==> src/rtl/coin_acceptor.sv <==
`default_nettype none
// ============================================================================
// Module      : coin_acceptor
// Description : Synchronises and debounces three coin sensors, then issues one
//               registered 2-bit coin code per physical coin, or a reject.
// Revision    : 1.0
// ============================================================================
module coin_acceptor #(
    parameter int DEBOUNCE_CYCLES = 4,
    parameter int GAP_CYCLES      = 2,
    parameter int STUCK_CYCLES    = 200
) (
    input  logic       clock,
    input  logic       reset,
    input  logic       sns_25,
    input  logic       sns_50,
    input  logic       sns_100,
    input  logic       accept_en,
    output logic [1:0] coin,
    output logic       reject,
    output logic       jam,
    output logic [7:0] acc_count
);

    localparam logic [7:0] C_DEB   = 8'(DEBOUNCE_CYCLES);
    localparam logic [7:0] C_GAP   = 8'(GAP_CYCLES);
    localparam logic [7:0] C_STUCK = 8'(STUCK_CYCLES);

    typedef enum logic [1:0] {
        IDLE     = 2'd0,
        DEBOUNCE = 2'd1,
        EMIT     = 2'd2,
        WAIT_REL = 2'd3
    } state_t;

    state_t     state_q, state_d;
    logic [2:0] sync1_q, sync2_q;
    logic [2:0] cap_q, cap_d;
    logic [1:0] fill_q, fill_d;
    logic [7:0] cnt_q, cnt_d;
    logic [7:0] gap_q, gap_d;
    logic [7:0] stuck_q, stuck_d;
    logic [7:0] acc_q, acc_d;
    logic [1:0] coin_q, coin_d;
    logic       reject_q, reject_d;
    logic       jam_q, jam_d;
    logic [2:0] sens;
    logic       cap_onehot;

    assign sens       = sync2_q;
    assign cap_onehot = (cap_q == 3'b001) || (cap_q == 3'b010) || (cap_q == 3'b100);

    // Release gap is not counted until the synchroniser has refilled after
    // reset, so a sensor held through reset cannot look like a clear gap.
    assign fill_d = (fill_q == 2'd2) ? fill_q : fill_q + 2'd1;

    always_comb begin
        state_d  = state_q;
        cap_d    = cap_q;
        cnt_d    = cnt_q;
        gap_d    = gap_q;
        stuck_d  = stuck_q;
        acc_d    = acc_q;
        jam_d    = jam_q;
        reject_d = 1'b0;
        coin_d   = 2'b11;
        case (state_q)
            IDLE: begin
                if (sens != 3'b000) begin
                    cap_d   = sens;
                    cnt_d   = 8'd1;
                    state_d = DEBOUNCE;
                end
            end
            DEBOUNCE: begin
                if (sens == 3'b000) begin
                    state_d = IDLE;
                end else if (sens != cap_q) begin
                    cap_d = sens;
                    cnt_d = 8'd1;
                end else if (cnt_q < C_DEB) begin
                    cnt_d = cnt_q + 8'd1;
                end else if (cap_onehot && accept_en) begin
                    state_d = EMIT;
                end else begin
                    reject_d = 1'b1;
                    state_d  = WAIT_REL;
                end
            end
            EMIT: begin
                coin_d  = cap_q[2] ? 2'b10 : (cap_q[1] ? 2'b01 : 2'b00);
                acc_d   = acc_q + 8'd1;
                state_d = WAIT_REL;
            end
            default: begin
                if (sens != 3'b000) begin
                    gap_d = 8'd0;
                    if (stuck_q != 8'hFF) begin
                        stuck_d = stuck_q + 8'd1;
                    end
                    if (stuck_d >= C_STUCK) begin
                        jam_d = 1'b1;
                    end
                end else if (fill_q == 2'd2) begin
                    if (gap_q + 8'd1 >= C_GAP) begin
                        state_d = IDLE;
                        gap_d   = 8'd0;
                        stuck_d = 8'd0;
                        jam_d   = 1'b0;
                    end else begin
                        gap_d = gap_q + 8'd1;
                    end
                end
            end
        endcase
    end

    always_ff @(posedge clock) begin
        if (!reset) begin
            sync1_q  <= 3'b000;
            sync2_q  <= 3'b000;
            fill_q   <= 2'd0;
            state_q  <= WAIT_REL;
            cap_q    <= 3'b000;
            cnt_q    <= 8'd0;
            gap_q    <= 8'd0;
            stuck_q  <= 8'd0;
            acc_q    <= 8'd0;
            coin_q   <= 2'b11;
            reject_q <= 1'b0;
            jam_q    <= 1'b0;
        end else begin
            sync1_q  <= {sns_100, sns_50, sns_25};
            sync2_q  <= sync1_q;
            fill_q   <= fill_d;
            state_q  <= state_d;
            cap_q    <= cap_d;
            cnt_q    <= cnt_d;
            gap_q    <= gap_d;
            stuck_q  <= stuck_d;
            acc_q    <= acc_d;
            coin_q   <= coin_d;
            reject_q <= reject_d;
            jam_q    <= jam_d;
        end
    end

    assign coin      = coin_q;
    assign reject    = reject_q;
    assign jam       = jam_q;
    assign acc_count = acc_q;

endmodule
`default_nettype wire
==> config.mk <==
export PLATFORM = sky130hd
export DESIGN_NAME = coin_acceptor
export DESIGN_NICKNAME = d
export VERILOG_FILES = /design/src/rtl/coin_acceptor.sv
export SDC_FILE = /design/constraint.sdc
export NUM_CORES = 1
export LEC_CHECK = 0
export BUFFER_PORTS_ARGS = -buffer_cell sky130_fd_sc_hd__buf_2
export CAP_MARGIN = 20
export CORE_MARGIN = 3
export CORE_UTILIZATION = 35
export CTS_BUF_LIST = sky130_fd_sc_hd__clkbuf_8
export CTS_CLUSTER_DIAMETER = 50
export DETAILED_ROUTE_END_ITERATION = 8
export SYNTH_ARGS = -nofsm -noshare
export SYNTH_HDL_FRONTEND = slang
export SYNTH_SLANG_ARGS = --single-unit
==> constraint.sdc <==
create_clock -name clock -period 4.4 [get_ports clock]
set_input_delay 1.32 -clock clock [delete_from_list [all_inputs] [get_ports clock]]
set_output_delay 1.32 -clock clock [all_outputs]
set_load 0.01 [all_outputs]
-- After elaboration in Yosys (flattened, before gate mapping)
Index checks and enable logic that the tools add are counted.
- eq/ne operators: 16
- multiplexer cells: 34
- reductions and logical operators: 21
- add/subtract/negate cells: 5
- magnitude comparators: 3
- bitwise operators: 4
- operators with widths (cell ; number):
    $mux 8 ; 13
    $add 8x1->8 const B ; 4
    $pmux 8 s2 ; 1
    $mux 2 ; 7
    $reduce_and 4->1 ; 3
    $mux 3 ; 3
    $ne 3x3->1 const B ; 3
    $ge 8x2->1 const B ; 1
    $ge 8x8->1 const B ; 1
    $lt 8x3->1 const B ; 1
    $mux 1 ; 8
    $ne 8x8->1 const B ; 1
    $reduce_bool 4->1 ; 2
    $ne 2x2->1 const B ; 3
    $pmux 2 s3 ; 1
    $pmux 3 s2 ; 1
    $reduce_and 6->1 ; 1
    $reduce_bool 2->1 ; 3
    $reduce_or 3->1 ; 2
    $reduce_or 5->1 ; 1
    $eq 2x2->1 const B ; 2
    $ne 4x1->1 const B ; 1
    $not 1->1 ; 4
    $reduce_and 2->1 ; 2
    13 further kinds ; 14
- word-level logic and storage cells: 96
- bits of input ports: 6
- bits in registers: 49
- output and inout port bits: 12

-- Depth between registers and ports, before layout
- word-level depth: 9
- depth in mapped cells: 9
- gate-level depth less buffers: 8

-- Least setup slack after synthesis
No wires, ideal clock.
- path kind: input to register
- start point: input port accept_en
- end point: register state_q[0]
- path slack: 2.402 ns
- buffers on the path: 0
- required time: 4.270 ns
- arrival time: 1.869 ns
- library setup time: 0.130 ns
- cell stages on the path: 5
- cell sequence: o211ai_1 a311oi_1 o21ai_0 nor2_1 a31oi_1
- longest elaborated chain between the ends: 6
- ends and longest elaborated chain (item ; RTL line ; text):
    from (decl) ; 18 ; input logic accept_en,
    $logic_and 1x1->1 ; 83 ; end else if (cap_onehot && accept_en) begin
    $mux 1 ; 83 ;
    $mux 2 ; 81 ; end else if (cnt_q < C_DEB) begin
    $mux 2 ; 78 ; end else if (sens != cap_q) begin
    $mux 2 ; 76 ; if (sens == 3'b000) begin
    $pmux 2 s3 ; 67 ; case (state_q)
    to (signal assigned) ; 136 ; state_q <= state_d;
    to (decl) ; 36 ; state_t state_q, state_d;
No other way between the ends. The select of a mux whose other input is x is not followed.
A chain may end at the register's enable or synchronous reset.

-- Worst setup path after layout
- start point: input port reset
- end point: register state_q[1]
- RTL lines (item ; RTL line ; text):
    from (decl) ; 14 ; input logic reset,
No word-level cell between the ends.

==> impl_metrics.ini <==
[power]
clockPowerShare_pct = 25.4
seq_power_share_pct = 46.5
p_per_area_nw_per_um2 = 429
peakVddDrop_v = 0.000228
swShare_pct = 34.3
p_leak_nw = 1.04
power_switching_w = 0.000381
combPwrFrac_pct = 28.1
p_int_w = 0.000729

[worst_setup_path]
crit_type = input pin to flop
critPathLaunchType = input pin
arrival_ns = 2.54
reg2reg_depth = 7
worstPathMaxFanout = 23
cp-end-kind = flop
required_ns = 4.58

[worst_hold_path]
hold_class = flop to flop
whs_path_depth = 1

[logic_synthesis]
synth_edf_count = 0
ys.flop_type = dfxtp_1
synth_top_area_share_pct = 41.8
syn_area_um2 = 2350
yosys.area.top_type = dfxtp_1
synth_most_common_cell = dfxtp_1
yosys_warnings = 0
yosys-top-cells-area = dfxtp_1 42%, ha_1 5.3%, xor2_1 4.8%, nor2_1 4.6%, a21oi_1 3.4%
synth_cell_types = 51
synthCells = 263
ys_seq_area_share_pct = 41.8
syn_area_per_cell_um2 = 8.93
async_reset_ff_share_pct = 0
synth_common_cells = 49 x dfxtp_1, 29 x nor2_1, 16 x a21oi_1
synth-seq-cells = 49
synth_fp_nets = 279

[final_layout]
nNetsFinal = 296
final_util_pct = 40.3
final_cells = 358
fillers = 645
syn2layout_area_growth_pct = 10.3
fin_area_um2 = 2590
drive_gt1_share_pct = 13.9
n_antenna_cell = 0

[grt]
grt_pass1_wl_mm = 7.95
grt_max_degree = 24
grt_pass1_vias = 1752
antenna_found_initial = 0
track_usage_pct = 12.6
gr-total-overflow = 0

[clock_network]
cts_tree = built
postCtsSetupRepairBufs = 0
cts_root_buffer = clkbuf_8
path_clk_slew_ns = 0.10
cts_resized = 0
clock_latency_ns = 0.31
cts-hold-fix-buffers = 0
cts.sinks = 49
cts_buffers = 5
htreeDepth = 2
cts_buffer_depth = 2

[floorplanning]
fp.dieW_um = 87.9
num_rows = 29
die_h_um = 87.9
core-area_um2 = 6420
start_util_pct = 36.6
die-area_um2 = 7730
pin_count = 18

[sta]
fmax_mhz = 424
max_slew_margin_pct = 53.2
hold_violations = 0
setup_viol = 0
finalSetupTns_ns = 0
fin_crit_ns = 2.36
post-route-period-util_pct = 53.5
worst_pin_slew_ns = 0.701
rsz0062_at_grt = no
fin_skew_ns = 0.0177
setup_ws_ns = 2.04
slew_violations = 0

[drt]
drc = 0
drt_wl_total_mm = 4.57
drtAntennaViolNets = 0
drt_pre_antenna_iters = 4
wl_per_cell_um = 12.8
post_drt_via_cell_ratio = 5.26
via_count = 1884
drtIter0Drc = 91

[flow_run]
drv_cap = 0

[placement]
hpwlAfterDp_mm = 3.32
place.gp.congestion = 0.734
dpl_cell_area_um2 = 2490
numPortBuffers = 17
pre_cts_ws_ns = 1.71
dp_cells = 350

[run_status]
outcome = finished clean
final cells by class:
type | instances | area [um^2] | share of cell area (%)
Clock inverter | 3 | 28.8 | 1.11
Timing Repair Buffer | 17 | 85.1 | 3.29
Tap cell | 77 | 96.3 | 3.72
Clock buffer | 5 | 68.8 | 2.66
Sequential cell | 49 | 981 | 37.9
Multi-Input combinational cell | 197 | 1290 | 49.9
Inverter | 10 | 37.5 | 1.45
registers in the layout (all words and copies together) (netlist names):
register	flops
sens	3
coin	2
stuck_q	8
state_q	2
gap_q	8
reject	1
sync1_q	3
fill_q	2
acc_count	8
cnt_q	8
jam	1
cap_q	3
power by group through the flow:
stage                     Sequential (W)  Combinational [W]  Clock (W)
after global routing            0.000524           0.000355   0.000310
after detailed placement        0.000527           0.000317          0
after global placement          0.000525           0.000312          0
final                           0.000516           0.000312   0.000281
after CTS                       0.000517           0.000318   0.000295
after floorplan                 0.000522           0.000253          0
worst paths after layout:
path                                            start                       to  slack [ns]
worst min register to register  sync1_q[0]$_SDFF_PN0_       sens[0]$_SDFF_PN0_        0.45
worst min-delay path            sync1_q[0]$_SDFF_PN0_       sens[0]$_SDFF_PN0_        0.45
worst max-delay path                            reset  state_q[1]$_SDFFE_PN1P_        2.04
worst max register to register  gap_q[0]$_SDFFE_PN0P_  state_q[0]$_SDFFE_PN1P_        2.20
per-stage QoR:
step                      power, W  hold WS, ns
after floorplan           0.000774        0.412
after global placement    0.000837        0.414
after detailed placement  0.000844        0.424
after CTS                  0.00113        0.448
after global routing       0.00119        0.451
final                      0.00111        0.447
worst max-delay path, cell delays in order:
cell and delay [ns]:
buf_2 0.31, inv_1 0.42, o32a_2 0.48
cell families (layout without fill, tap and decap cells):
logic type | count (synthesis) | after routing | share of synthesized area [%]
xor gates and xnor gates | 16 | 16 | 5.97
AOI/OAI and AO/OA | 56 | 56 | 16.5
DFF | 49 | 49 | 41.8
muxes | 3 | 3 | 1.28
adders and majority gates | 10 | 10 | 5.33
buffers and inverters | 17 | 35 | 3.20
and+or+nand+nor | 112 | 112 | 26.0
layer usage:
metal	global-route usage, %	share of wire [%]	vias to the layer above
met2	19.2	43	22
met3	3.20	3.3	5
met1	17.6	52	864
met4	3.91	1.1	0
li1	-	-	993
met5	0	0	-
cell usage in the layout, fill, tap and decap left out, types with 3 or more instances in the layout:
master	count
a21oi_1	16
a31oi_1	5
and2_1	7
and3_1	11
buf_2	17
clkbuf_8	5
dfxtp_1	49
ha_1	10
inv_1	10
mux2i_1	3
nand2_1	13
nand2b_1	3
nand3_1	9
nand4_1	7
nor2_1	29
nor3_1	11
nor4_1	4
o21ai_0	13
or3_1	5
xnor2_1	3
xor2_1	13
Note: power is estimated with default switching activity, not from simulation.
